--- config.mk ---
export PLATFORM = sky130hd
export DESIGN_NAME = plru_tree_ctrl
export DESIGN_NICKNAME = d
export VERILOG_FILES = /design/src/rtl/plru_pkg.sv /design/src/rtl/plru_state_ram.sv /design/src/rtl/plru_tree_ctrl.sv
export SDC_FILE = /design/constraint.sdc
export NUM_CORES = 1
export LEC_CHECK = 0
export ABC_AREA = 0
export CAP_MARGIN = 20
export CORE_UTILIZATION = 65
export DETAILED_ROUTE_END_ITERATION = 7
export PLACE_DENSITY = 0.83
export SYNTH_ARGS = -nofsm -noshare
export SYNTH_HDL_FRONTEND = slang
export SYNTH_SLANG_ARGS = --single-unit
--- constraint.sdc ---
create_clock -name clk -period 8.95 [get_ports clk]
set_clock_uncertainty 0.05 [all_clocks]
set_input_delay 1.3425 -clock clk [delete_from_list [all_inputs] [get_ports clk]]
set_output_delay 1.3425 -clock clk [all_outputs]
set_load 0.02 [all_outputs]
--- src/rtl/plru_pkg.sv ---
// Shared types and tree-walk helpers for the tree pseudo-LRU controller.
// Helpers work on a 16-way-wide tree; callers pass the real tree depth.
package plru_pkg;

  typedef enum logic {INIT, READY} plru_state_t;

  localparam int MAX_ASSOC  = 16;
  localparam int MAX_LEVELS = 4;
  localparam int TREE_BITS  = MAX_ASSOC - 1;

  typedef logic [TREE_BITS-1:0]  tree_t;
  typedef logic [MAX_LEVELS-1:0] way_t;

  // Follow the node bits from the root; each level shifts in one way-index bit.
  function automatic way_t plru_victim(tree_t bits, int levels);
    way_t way;
    way_t node;
    logic b;
    way  = '0;
    node = '0;
    for (int l = 0; l < MAX_LEVELS; l++) begin
      if (l < levels) begin
        b    = bits[node];
        way  = {way[MAX_LEVELS-2:0], b};
        node = (node << 1) + 4'd1 + {3'b000, b};
      end
    end
    return way;
  endfunction

  // Point every node on the path to `way` away from it; off-path bits keep their value.
  function automatic tree_t plru_update(tree_t bits, way_t way, int levels);
    tree_t res;
    way_t  node;
    way_t  wsh;
    logic  d;
    res  = bits;
    node = '0;
    wsh  = way << (MAX_LEVELS - levels);
    for (int l = 0; l < MAX_LEVELS; l++) begin
      if (l < levels) begin
        d         = wsh[MAX_LEVELS-1];
        res[node] = ~d;
        node      = (node << 1) + 4'd1 + {3'b000, d};
        wsh       = wsh << 1;
      end
    end
    return res;
  endfunction

  // Nodes touched by an access to `way`; used as a bit write-enable so no read is needed.
  function automatic tree_t plru_path_mask(way_t way, int levels);
    tree_t res;
    way_t  node;
    way_t  wsh;
    logic  d;
    res  = '0;
    node = '0;
    wsh  = way << (MAX_LEVELS - levels);
    for (int l = 0; l < MAX_LEVELS; l++) begin
      if (l < levels) begin
        d         = wsh[MAX_LEVELS-1];
        res[node] = 1'b1;
        node      = (node << 1) + 4'd1 + {3'b000, d};
        wsh       = wsh << 1;
      end
    end
    return res;
  endfunction

endpackage

--- src/rtl/plru_state_ram.sv ---
// Per-set tree-bit storage: synchronous bit-masked write, asynchronous read.
module plru_state_ram #(
  parameter int DATA_W   = 3,
  parameter int NUM_SETS = 64,
  localparam int IDX_W   = $clog2(NUM_SETS)
) (
  input  logic              clk,
  input  logic              we,
  input  logic [IDX_W-1:0]  waddr,
  input  logic [DATA_W-1:0] wmask,
  input  logic [DATA_W-1:0] wdata,
  input  logic [IDX_W-1:0]  raddr,
  output logic [DATA_W-1:0] rdata
);

  logic [DATA_W-1:0] mem [NUM_SETS];

  always_ff @(posedge clk) begin
    if (we) mem[waddr] <= (mem[waddr] & ~wmask) | (wdata & wmask);
  end

  assign rdata = mem[raddr];

endmodule

--- src/rtl/plru_tree_ctrl.sv ---
// Tree pseudo-LRU replacement controller with self-initialising set storage.
// Optional macro PLRU_INVALID_FIRST_EN: prefer the lowest invalid way over the tree.
module plru_tree_ctrl #(
  parameter int ASSOC    = 4,
  parameter int NUM_SETS = 64,
  localparam int WAY_W   = $clog2(ASSOC),
  localparam int IDX_W   = $clog2(NUM_SETS)
) (
  input  logic             clk,
  input  logic             rst,
  input  logic             lkp_valid,
  input  logic [IDX_W-1:0] lkp_index,
`ifdef PLRU_INVALID_FIRST_EN
  input  logic [ASSOC-1:0] lkp_way_valid,
`endif
  output logic             victim_valid,
  output logic [WAY_W-1:0] victim_way,
  input  logic             upd_valid,
  input  logic [IDX_W-1:0] upd_index,
  input  logic [WAY_W-1:0] upd_way,
  output logic             ready
);
  import plru_pkg::*;

  localparam int LEVELS = WAY_W;
  localparam int NODE_W = ASSOC - 1;

  plru_state_t       state;
  logic [IDX_W-1:0]  init_cnt;
  logic              upd_acc;
  logic              lkp_acc;
  logic              bypass;
  logic              wr_en;
  logic [IDX_W-1:0]  wr_index;
  logic [NODE_W-1:0] wr_mask;
  logic [NODE_W-1:0] wr_bits;
  logic [NODE_W-1:0] rd_bits;
  logic [NODE_W-1:0] lkp_bits_p0;
  logic [WAY_W-1:0]  tree_way_p0;
  logic [WAY_W-1:0]  victim_way_p0;

  assign upd_acc = upd_valid & ready;
  assign lkp_acc = lkp_valid & ready;
  assign bypass  = upd_acc & lkp_valid & (upd_index == lkp_index);

  always_comb begin
    wr_en    = 1'b0;
    wr_index = upd_index;
    wr_mask  = '0;
    wr_bits  = '0;
    if (state == INIT) begin
      wr_en    = 1'b1;
      wr_index = init_cnt;
      wr_mask  = '1;
    end else begin
      wr_en    = upd_acc;
      wr_mask  = NODE_W'(plru_path_mask(MAX_LEVELS'(upd_way), LEVELS));
      wr_bits  = NODE_W'(plru_update('0, MAX_LEVELS'(upd_way), LEVELS));
    end
  end

  plru_state_ram #(
    .DATA_W   (NODE_W),
    .NUM_SETS (NUM_SETS)
  ) u_state_ram (
    .clk   (clk),
    .we    (wr_en),
    .waddr (wr_index),
    .wmask (wr_mask),
    .wdata (wr_bits),
    .raddr (lkp_index),
    .rdata (rd_bits)
  );

  // Stage p0: read, same-set update bypass and victim selection
  always_comb begin
    lkp_bits_p0 = rd_bits;
    if (bypass)
      lkp_bits_p0 = NODE_W'(plru_update(TREE_BITS'(rd_bits), MAX_LEVELS'(upd_way), LEVELS));
    tree_way_p0   = WAY_W'(plru_victim(TREE_BITS'(lkp_bits_p0), LEVELS));
    victim_way_p0 = tree_way_p0;
`ifdef PLRU_INVALID_FIRST_EN
    for (int i = ASSOC - 1; i >= 0; i--) begin
      if (!lkp_way_valid[i]) victim_way_p0 = WAY_W'(i);
    end
`endif
  end

  // Stage p1: registered victim and control FSM
  always_ff @(posedge clk) begin
    if (rst) begin
      state        <= INIT;
      init_cnt     <= '0;
      ready        <= 1'b0;
      victim_valid <= 1'b0;
      victim_way   <= '0;
    end else begin
      victim_valid <= lkp_acc;
      if (lkp_acc) victim_way <= victim_way_p0;
      case (state)
        INIT: begin
          init_cnt <= init_cnt + IDX_W'(1);
          if (init_cnt == IDX_W'(NUM_SETS - 1)) begin
            state <= READY;
            ready <= 1'b1;
          end
        end
        READY:   ready <= 1'b1;
        default: state <= INIT;
      endcase
    end
  end

endmodule

# Word-level counts from Yosys, hierarchy flattened
# Memories as Yosys holds them, arrays and structs flattened.
# Index checks and enable logic that the tools add are counted.
[word_totals] register_bits=11 latchBits=0 ram_bits=192 rom_bits=0 inputBits=18 out_inout_bits=4 elab_cells=58 mem_count=1
[classes] add_sub_neg=3 multipliers=0 n_div=0 n_lt_le_gt_ge=5 eq_ne=3 shift=0 muxes=26 n_bitwise=13 n_reduce_logical=2
[memory_table] name="u_state_ram.mem" words=64 word_bits=3 read_ports=2 rd_ports_with_merged_regs=0 wr=1 line="plru_state_ram.sv:16" text="logic [DATA_W-1:0] mem [NUM_SETS];"
[ops] op="15-bit bitwise mux" count=2
[ops] op="4-bit 2-to-1 mux" count=4
[ops] op="1-bit 2-to-1 mux" count=12
[ops] op="4-bit by 5-bit < comparator with 1-bit output, second input constant" count=2
[ops] op="3-bit 2-to-1 mux" count=3
[ops] op="1-bit demux with 4-bit select" count=2
[ops] op="4-bit by 1-bit greater-or-equal comparator with 1-bit output, second input constant" count=2
[ops] op="6-bit by 1-bit adder with 6-bit output, second input constant" count=1
[ops] op="3-bit bitwise AND" count=2
[ops] op="6-bit equality test" count=1
[ops] op="6-bit equality test, second input constant" count=1
[ops] op="6-bit 2-to-1 mux" count=1
[ops] op="2-bit by 5-bit < comparator with 1-bit output, second input constant" count=1
[ops] op="1-bit by 1-bit adder with 2-bit output, first input constant" count=2
[ops] op="1-bit bitwise AND" count=4
[ops] op="1-bit binary-select mux with 4-bit select" count=1
[ops] op="1-bit inverter" count=4
[ops] op="3-bit inverter" count=1
[ops] op="1-bit by 3-bit bitwise OR with 3-bit output" count=1
[ops] op="3-bit bitwise OR" count=1
[ops] op="1-bit logical AND" count=2
[ops] op="2-bit by 1-bit inequality test with 1-bit output, second input constant" count=1
[ops] op="1-bit one-hot mux with 2 select lines" count=1

# Depth between registers and ports, before layout
# Gate-level depths: netlist (run 1).
[logic_depth] ltp_word=13 ltp_mapped=9 ltp_nobuf=6

# Cells and area by module
# A second synthesis (run 1) with hierarchy kept.
[hier_totals] cells_unflattened=648 hier_area_um2=10054.6
[by_module_without_submodules] module="plru_state_ram" n_inst=1 cells_per_inst=573 area_per_inst_um2=9385.3 seq_area_each_um2=5765.5
[by_module_without_submodules] module="plru_tree_ctrl" n_inst=1 cells_per_inst=75 area_per_inst_um2=669.4 seq_area_each_um2=220.2

# Worst setup path before layout (run 1)
# Ideal clock, no wire load.
[synth_path] kind="input -> register" start="in upd_index[1]" end="mem u_state_ram.mem[0][1], data pin" t_arrival_ps=4734 t_required_ps=8312 setup_slack_ps=3578 path_stages=8 cell_sequence="buf_2 > nor4bb_1 > or2_1 > buf_2 > a22oi_1 > a31oi_1 > nor4_1 > a31oi_1"
[synth_between] elab_chain_len=4
[synth_lines] element="from (decl)" line="plru_tree_ctrl.sv:19" text="input logic [IDX_W-1:0] upd_index,"
[synth_lines] element="6-bit 2-to-1 mux" line="plru_tree_ctrl.sv:51" text="if (state == INIT) begin"
[synth_lines] element="memory 64 x 3 bit"
[synth_lines] element="3-bit bitwise AND" line="plru_state_ram.sv:19" text="if (we) mem[waddr] <= (mem[waddr] & ~wmask) | (wdata & wmask);"
[synth_lines] element="3-bit bitwise OR" line="plru_state_ram.sv:19"
[synth_lines] element="to (decl)" line="plru_state_ram.sv:16"
# Every way passes these cells.

# Worst setup path after layout (run 1)
[layout_path] start="in upd_index[2]" end="mem u_state_ram.mem[28][1], data pin"
# Same word-level chain as after synthesis.

==> summary.txt, run 1 <==
Pwr
  – Power consumption: 2030 µW
  – Peak VDD IR: 0.000207 V
  – Power Dens Cells: approximately 190 nW/µm²
  – LEAKAGE: between 0.003 and 0.004 µW

Global route
  – Initial antenna violation count: 0
  – Total global-route track usage: 0.413
  – Vias in the first global route: 6499
  – Total congestion overflow: 0
  – First-pass GRT wire length: 43500 µm
  – Largest net degree at the start of global routing: between 60 and 70

Clocking
  – CTS hold repair buffers: 0
  – Max Root-Sink Buffers: 3
  – H-tree lvl count: 1
  – Skew-Pair Late Insertion Delay: roughly 510 ps
  – CTS tree: built
  – Post-CTS sizing: 0
  – Clock buffer count from CTS: 21
  – Clock transition at path regs: about 60 ps
  – Root buffer cell: clkbuf_16
  – Setup Buffers After CTS: 0
  – Clk sinks: 203

Layout
  – Layout area overhead: 10.2%
  – # diodes: 0
  – Final non-filler cell area: roughly 11000 µm²
  – Post-Route Utilization: 0.733
  – Layout cells sized above 1: 0.144
  – Most frequent cells in the layout: edfxtp_1, nor2_1, mux4_2
  – Commonest non-fill, non-tap cell in the layout: edfxtp_1
  – # nets final: 713

Die
  – DIE AREA: 15400 µm²
  – DIE HEIGHT: 124 µm
  – Core area: 14500 µm²
  – Initial Utilization: 0.665
  – Die width: 124 µm
  – # rows: 44
  – IO Count: 22

Min path
  – Worst Hold Class: reg2reg
  – Worst hold path cell count: 2

STA
  – Fin crit period: 4740 ps
  – Slew Limit Headroom: 0.229
  – Final setup viols: 0
  – Fin. Hold Viols: 0
  – Setup TNS: 0 ps
  – Max-slew violation count: 0
  – RSZ-0062 raised after global routing: false
  – Worst Max-Slew Pin Slew: 1140 ps
  – Final Cycle Share: 0.529
  – Fmax: around 210 MHz

Placement
  – DP Area: 9980 µm²
  – I/O Buffers: 21
  – Routability congestion estimate: 1.05
  – Detailed placement HPWL: 20500 µm

Yosys
  – Asr flop ratio synth: 0
  – Syn nets: ~700
  – Sequential element share of the synthesized area: 0.619
  – Cell area after synthesis: 9670 µm²
  – #FFs+latches synth: 203
  – Netlist cell types: 63
  – EDFF count, synth: around 190
  – Gate Count Post-Synth: 680
  – Synthesis Warnings: 0
  – Synth Flop Type: edfxtp_1
  – Mean Syn Cell Area: 14.2 µm²

Status
  – Status: finished with violations
  – Failing checks: design-rule violations

Worst setup path
  – Req. time, crit path: 9120 ps
  – Reg2Reg Depth: 7
  – CP arrival: 4910 ps
  – Crit-path max FO: 56
  – Critical path class: in2reg
  – Crit end category: flop
  – Crit path launch type: input port

Drt
  – WL final: 30300 µm
  – Post-DRT Antenna Nets: 0
  – DRT iter0 DRCs: 1255
  – Via count: between 6000 and 7000
  – DR vias/cell: 7.81
  – WL/cell: 33.9 µm
  – 1st-pass router iterations: 8
  – # DRC: 1

Run
  – Max_cap viols: 0
==> synthesized netlist by cell type, drive strengths merged, types with 4 or more instances <==
| master | instances | share of area |
|---|---|---|
| nor2 | 83 | 0.032 |
| and4 | 8 | 0.0072 |
| a21oi | 7 | 0.0036 |
| xor2 | 7 | 0.0063 |
| a31oi | 10 | 0.0065 |
| nor2b | 7 | 0.0045 |
| a221oi | 8 | 0.0072 |
| o21ai | 35 | 0.018 |
| mux4 | 42 | 0.099 |
| edfxtp | 192 | 0.60 |
| inv | 10 | 0.0039 |
| dfxtp | 11 | 0.023 |
| a2111oi | 7 | 0.0076 |
| nor4bb | 4 | 0.0041 |
| o21a | 12 | 0.0093 |
| nand3b | 11 | 0.0085 |
| nand2 | 33 | 0.013 |
| nor4b | 4 | 0.0049 |
| or2 | 8 | 0.0052 |
| nand3 | 14 | 0.0072 |
| a222oi | 4 | 0.0041 |
| mux2i | 22 | 0.023 |
| a22oi | 37 | 0.029 |
| buf | 29 | 0.021 |
| and2 | 4 | 0.0026 |
| clkbuf | 14 | 0.0056 |
==> registers in the layout, summed over array words and instances (netlist names) <==
| signal | flops |
|---|---|
| state | 1 |
| victim_way | 2 |
| init_cnt | 6 |
| u_state_ram.mem | 192 |
| ready | 1 |
| victim_valid | 1 |
==> per-layer routing <==
layer | vias to the layer above | share of wire | GRT usage
li1 | 2769 | - | -
met1 | 3399 | 0.37 | 0.597
met2 | 675 | 0.43 | 0.602
met3 | 132 | 0.14 | 0.110
met4 | 0 | 0.056 | 0.163
met5 | - | 0 | 0
==> critical path: stages <==
cell	delay, ps
clkdlybuf4s50_1	750
nor4bb_1	580
or2_0	700
a22oi_1	200
a31oi_1	280
nor4_1	140
a31oi_4	320
buf_4	530
==> final cells by class <==
class / instances / area [µm²]
clock inverters: 8 / 72.6
inverters: 10 / 37.5
fillers: 905 / 3880
well taps: 184 / 230
repair buffers: 34 / 310
clock buffers: 30 / 579
multi-input cells: 424 / 3440
flip-flops and latches: 203 / 5990
==> through the flow <==
| stage | std cells | hold slack, ps | worst slack, ps |
|---|---|---|---|
| global route | 893 | 536 | 4110 |
| detailed placement | 854 | 466 | 3870 |
| global placement | 854 | 457 | 4010 |
| CTS | 892 | 472 | 4310 |
| floorplan | 680 | 459 | 3580 |
| finish | 893 | 467 | 4210 |
==> power by group <==
part	switching, µW	leakage (µW)	internal (µW)	total, µW
logic	97.0	0.00118	57.7	155
registers	7.12	0.00198	1030	1040
clock network	356	0.000317	481	837
total	460	0.00347	1570	2030
==> worst paths after layout <==
path                                     from                     end  slack, ps
worst max register to register    init_cnt[0]  u_state_ram.mem[28][1]       5010
worst max-delay path             upd_index[2]  u_state_ram.mem[28][1]       4210
worst min-delay path            victim_way[1]           victim_way[1]        470
worst min register to register  victim_way[1]           victim_way[1]        470
==> kinds of logic (layout without fill, tap and decap cells) <==
group | Yosys count | after routing | synth area share
fa+ha+maj | 1 | 1 | 0.00129
simple gates | 196 | 196 | 0.105
xor+xnor | 10 | 10 | 0.00906
mux | 67 | 67 | 0.125
flops | 203 | 203 | 0.619
compound gates | 150 | 150 | 0.111
buf+inv | 53 | 82 | 0.0302
Power figures use the tool's default switching activity.
==> run 2: changes to the inputs <==
Settings changed: CORE_UTILIZATION 65 to 62, PLACE_DENSITY 0.83 to 0.8.
Clock period 8.95 ns to 4.66 ns, I/O delays scaled along.
==> run 2 against run 1 <==
The run now ends clean. Utilization shrank 2.8 points. Combinational power rose by 93%. Non-clock buffer count up 8. Largest cell class unchanged. Highest routed layer unchanged.
==> summary.txt, run 2 (same netlist as run 1, synthesis figures left out) <==
Die
  – Core area: 15200 µm² (was 14500 µm²)
  – DIE HEIGHT: 127 µm (was 124 µm)
  – DIE AREA: 16100 µm² (was 15400 µm²)
  – IO Count: 22 (unchanged)
  – # rows: 45 (was 44)
  – Die width: 127 µm (was 124 µm)
  – Initial Utilization: 0.636 (was 0.665)

Worst setup path
  – Max incr delay on CP: 880 ps (was 750 ps)
  – Crit path launch type: flop (was input port)
  – Critical path class: reg2reg (was in2reg)
  – Crit path from: state (was upd_index[2])
  – Critical path's slowest cell: dfxtp_1 (was clkdlybuf4s50_1)
  – CP arrival: 4030 ps (was 4910 ps)
  – Req. time, crit path: 4810 ps (was 9120 ps)
  – Worst R2R Start: state (was init_cnt[0])
  – Crit-path max FO: 56 (unchanged)
  – Cells along the critical path: and4b_1 > or2_0 > a22oi_1 > nand3b_1 > a2111oi_0 > buf_4 > a41oi_4 > buf_12 (was clkdlybuf4s50_1 > nor4bb_1 > or2_0 > a22oi_1 > a31oi_1 > nor4_1 > a31oi_4 > buf_4)
  – Crit end category: flop (unchanged)

Clocking
  – Root buffer cell: clkbuf_16 (unchanged)
  – CTS tree: built (unchanged)
  – H-tree lvl count: 1 (unchanged)
  – Setup Buffers After CTS: 0 (unchanged)
  – Post-CTS sizing: 0 (unchanged)
  – Max Root-Sink Buffers: 3 (unchanged)
  – CTS hold repair buffers: 0 (unchanged)
  – Clock transition at path regs: 60 ps (about the same)
  – Clock buffer count from CTS: 20 (was 21)
  – Skew-Pair Late Insertion Delay: 500 ps (was 510 ps)
  – Clk sinks: 203 (unchanged)

Global route
  – Total global-route track usage: 0.395 (was 0.413)
  – First-pass GRT wire length: 44600 µm (was 43500 µm)
  – Initial antenna violation count: 0 (unchanged)
  – Vias in the first global route: 6740 (was 6499)
  – Largest net degree at the start of global routing: 65 (unchanged)
  – Total congestion overflow: 0 (unchanged)

Layout
  – Commonest non-fill, non-tap cell in the layout: edfxtp_1 (unchanged)
  – Biggest register: u_state_ram.mem (unchanged)
  – # diodes: 0 (unchanged)
  – Final non-filler cell total: 898 (was 893)
  – Max FFs per register: 192 (unchanged)
  – Final non-filler cell area: 10700 µm² (about the same)
  – Biggest regs: u_state_ram.mem: 192 flops, init_cnt: 6 flops, victim_way: 2 flops (unchanged)
  – Most frequent cells in the layout: edfxtp_1, nor2_1, mux4_2 (unchanged)
  – Layout cells sized above 1: 0.154 (was 0.144)
  – # nets final: 720 (was 713)
  – Layout area overhead: 10.8% (was 10.2%)
  – Post-Route Utilization: 0.705 (was 0.733)
  – Fill cells: 1003 (was 905)

Drt
  – Post-DRT Antenna Nets: 0 (unchanged)
  – 1st-pass router iterations: 6 (was 8)
  – Via count: 6917 (was 6975)
  – # DRC: 0 (was 1)
  – DR vias/cell: 7.70 (was 7.81)
  – DRT iter0 DRCs: 1166 (was 1255)
  – WL/cell: 34.0 µm (was 33.9 µm)
  – WL final: 30500 µm (was 30300 µm)

STA
  – Fin crit period: 3870 ps
  – Slew Limit Headroom: 0.219 (was 0.229)
  – Final setup viols: 0 (unchanged)
  – Fmax: about 260 MHz
  – Fin. Hold Viols: 0 (unchanged)
  – Worst Max-Slew Pin Slew: 1160 ps (was 1140 ps)
  – Max-slew violation count: 0 (unchanged)
  – Setup TNS: 0 ps (unchanged)
  – RSZ-0062 raised after global routing: false (unchanged)
  – Final Cycle Share: 0.831

Placement
  – Placed Cells: 866 (was 854)
  – Routability congestion estimate: 1.11 (was 1.05)
  – Detailed placement HPWL: 21800 µm (was 20500 µm)
  – DP Area: 10100 µm² (was 9980 µm²)
  – I/O Buffers: 21 (unchanged)

Pwr
  – Sw frac: 0.220 (was 0.227)
  – Peak VDD IR: 0.000314 V (was 0.000207 V)
  – Comb pwr share: 0.078 (was 0.076)
  – Flop pwr share: 0.520 (was 0.511)
  – Clock Power Share: 0.402 (was 0.413)
  – Internal: 2990 µW (was 1570 µW)
  – NetSw: 842 µW (was 460 µW)
  – Power Dens Cells: 358 nW/µm² (was 190 nW/µm²)
  – LEAKAGE: 0.00350 µW (was 0.00347 µW)

Status
  – Status: finished clean (was finished with violations)

Run
  – Max_cap viols: 0 (unchanged)

Min path
  – Hold path startpoint: init_cnt[4] (was victim_way[1])
  – Worst Hold Class: reg2reg (unchanged)
-- run 2: worst paths after layout --
check,endpoint,slack (ps),cells after the start
worst max-delay path,u_state_ram.mem[41][2],790,8
worst min-delay path,init_cnt[4],510,2
worst max register to register,u_state_ram.mem[41][2],790,8
worst min register to register,init_cnt[4],510,2
-- run 2: layer usage --
layer / share of wire / wire length (µm) / global-route usage / vias to the layer above
li1: - / - / - / 2777
met1: 0.38 / 11500 / 0.545 / 3423
met2: 0.44 / 13500 / 0.596 / 591
met3: 0.12 / 3640 / 0.0903 / 126
met4: 0.061 / 1860 / 0.201 / 0
met5: 0 / 0 / 0 / -
-- run 2: power groups by stage --
stage	logic, µW	registers, µW	clock network (µW)
6_report	299	1990	1540
5_1_grt	309	1990	1610
4_1_cts	290	1990	1540
3_5_place_dp	287	2030	0
3_3_place_gp	286	2030	0
2_1_floorplan	194	2020	0
-- run 2: final cells by class --
type | instances | area [µm²] | share of cell area
multi-input cells | 424 | 3440 | 0.321
well taps | 188 | 235 | 0.0220
clock buffers | 22 | 508 | 0.0474
flip-flops and latches | 203 | 5990 | 0.559
inverters | 10 | 37.5 | 0.00350
clock inverters | 9 | 106 | 0.00993
repair buffers | 42 | 403 | 0.0376
-- run 2: worst max-delay path, delay by kind of cell, from the launching register on --
kind / cells / cell delay (ps)
AO/OA/AOI/OAI: 3 / 1000
buffers and inverters: 2 / 470
flip-flops: 1 / 880
AND/OR/NAND/NOR: 3 / 1130
-- run 2: stage by stage --
stage | hold WS [ps] | total power (µW) | worst slack [ps]
final | 508 | 3830 | 788
after global routing | 536 | 3910 | 675
after CTS | 511 | 3820 | 883
after detailed placement | 501 | 2320 | 459
after global placement | 455 | 2320 | 594
after floorplan | 459 | 2210 | 902
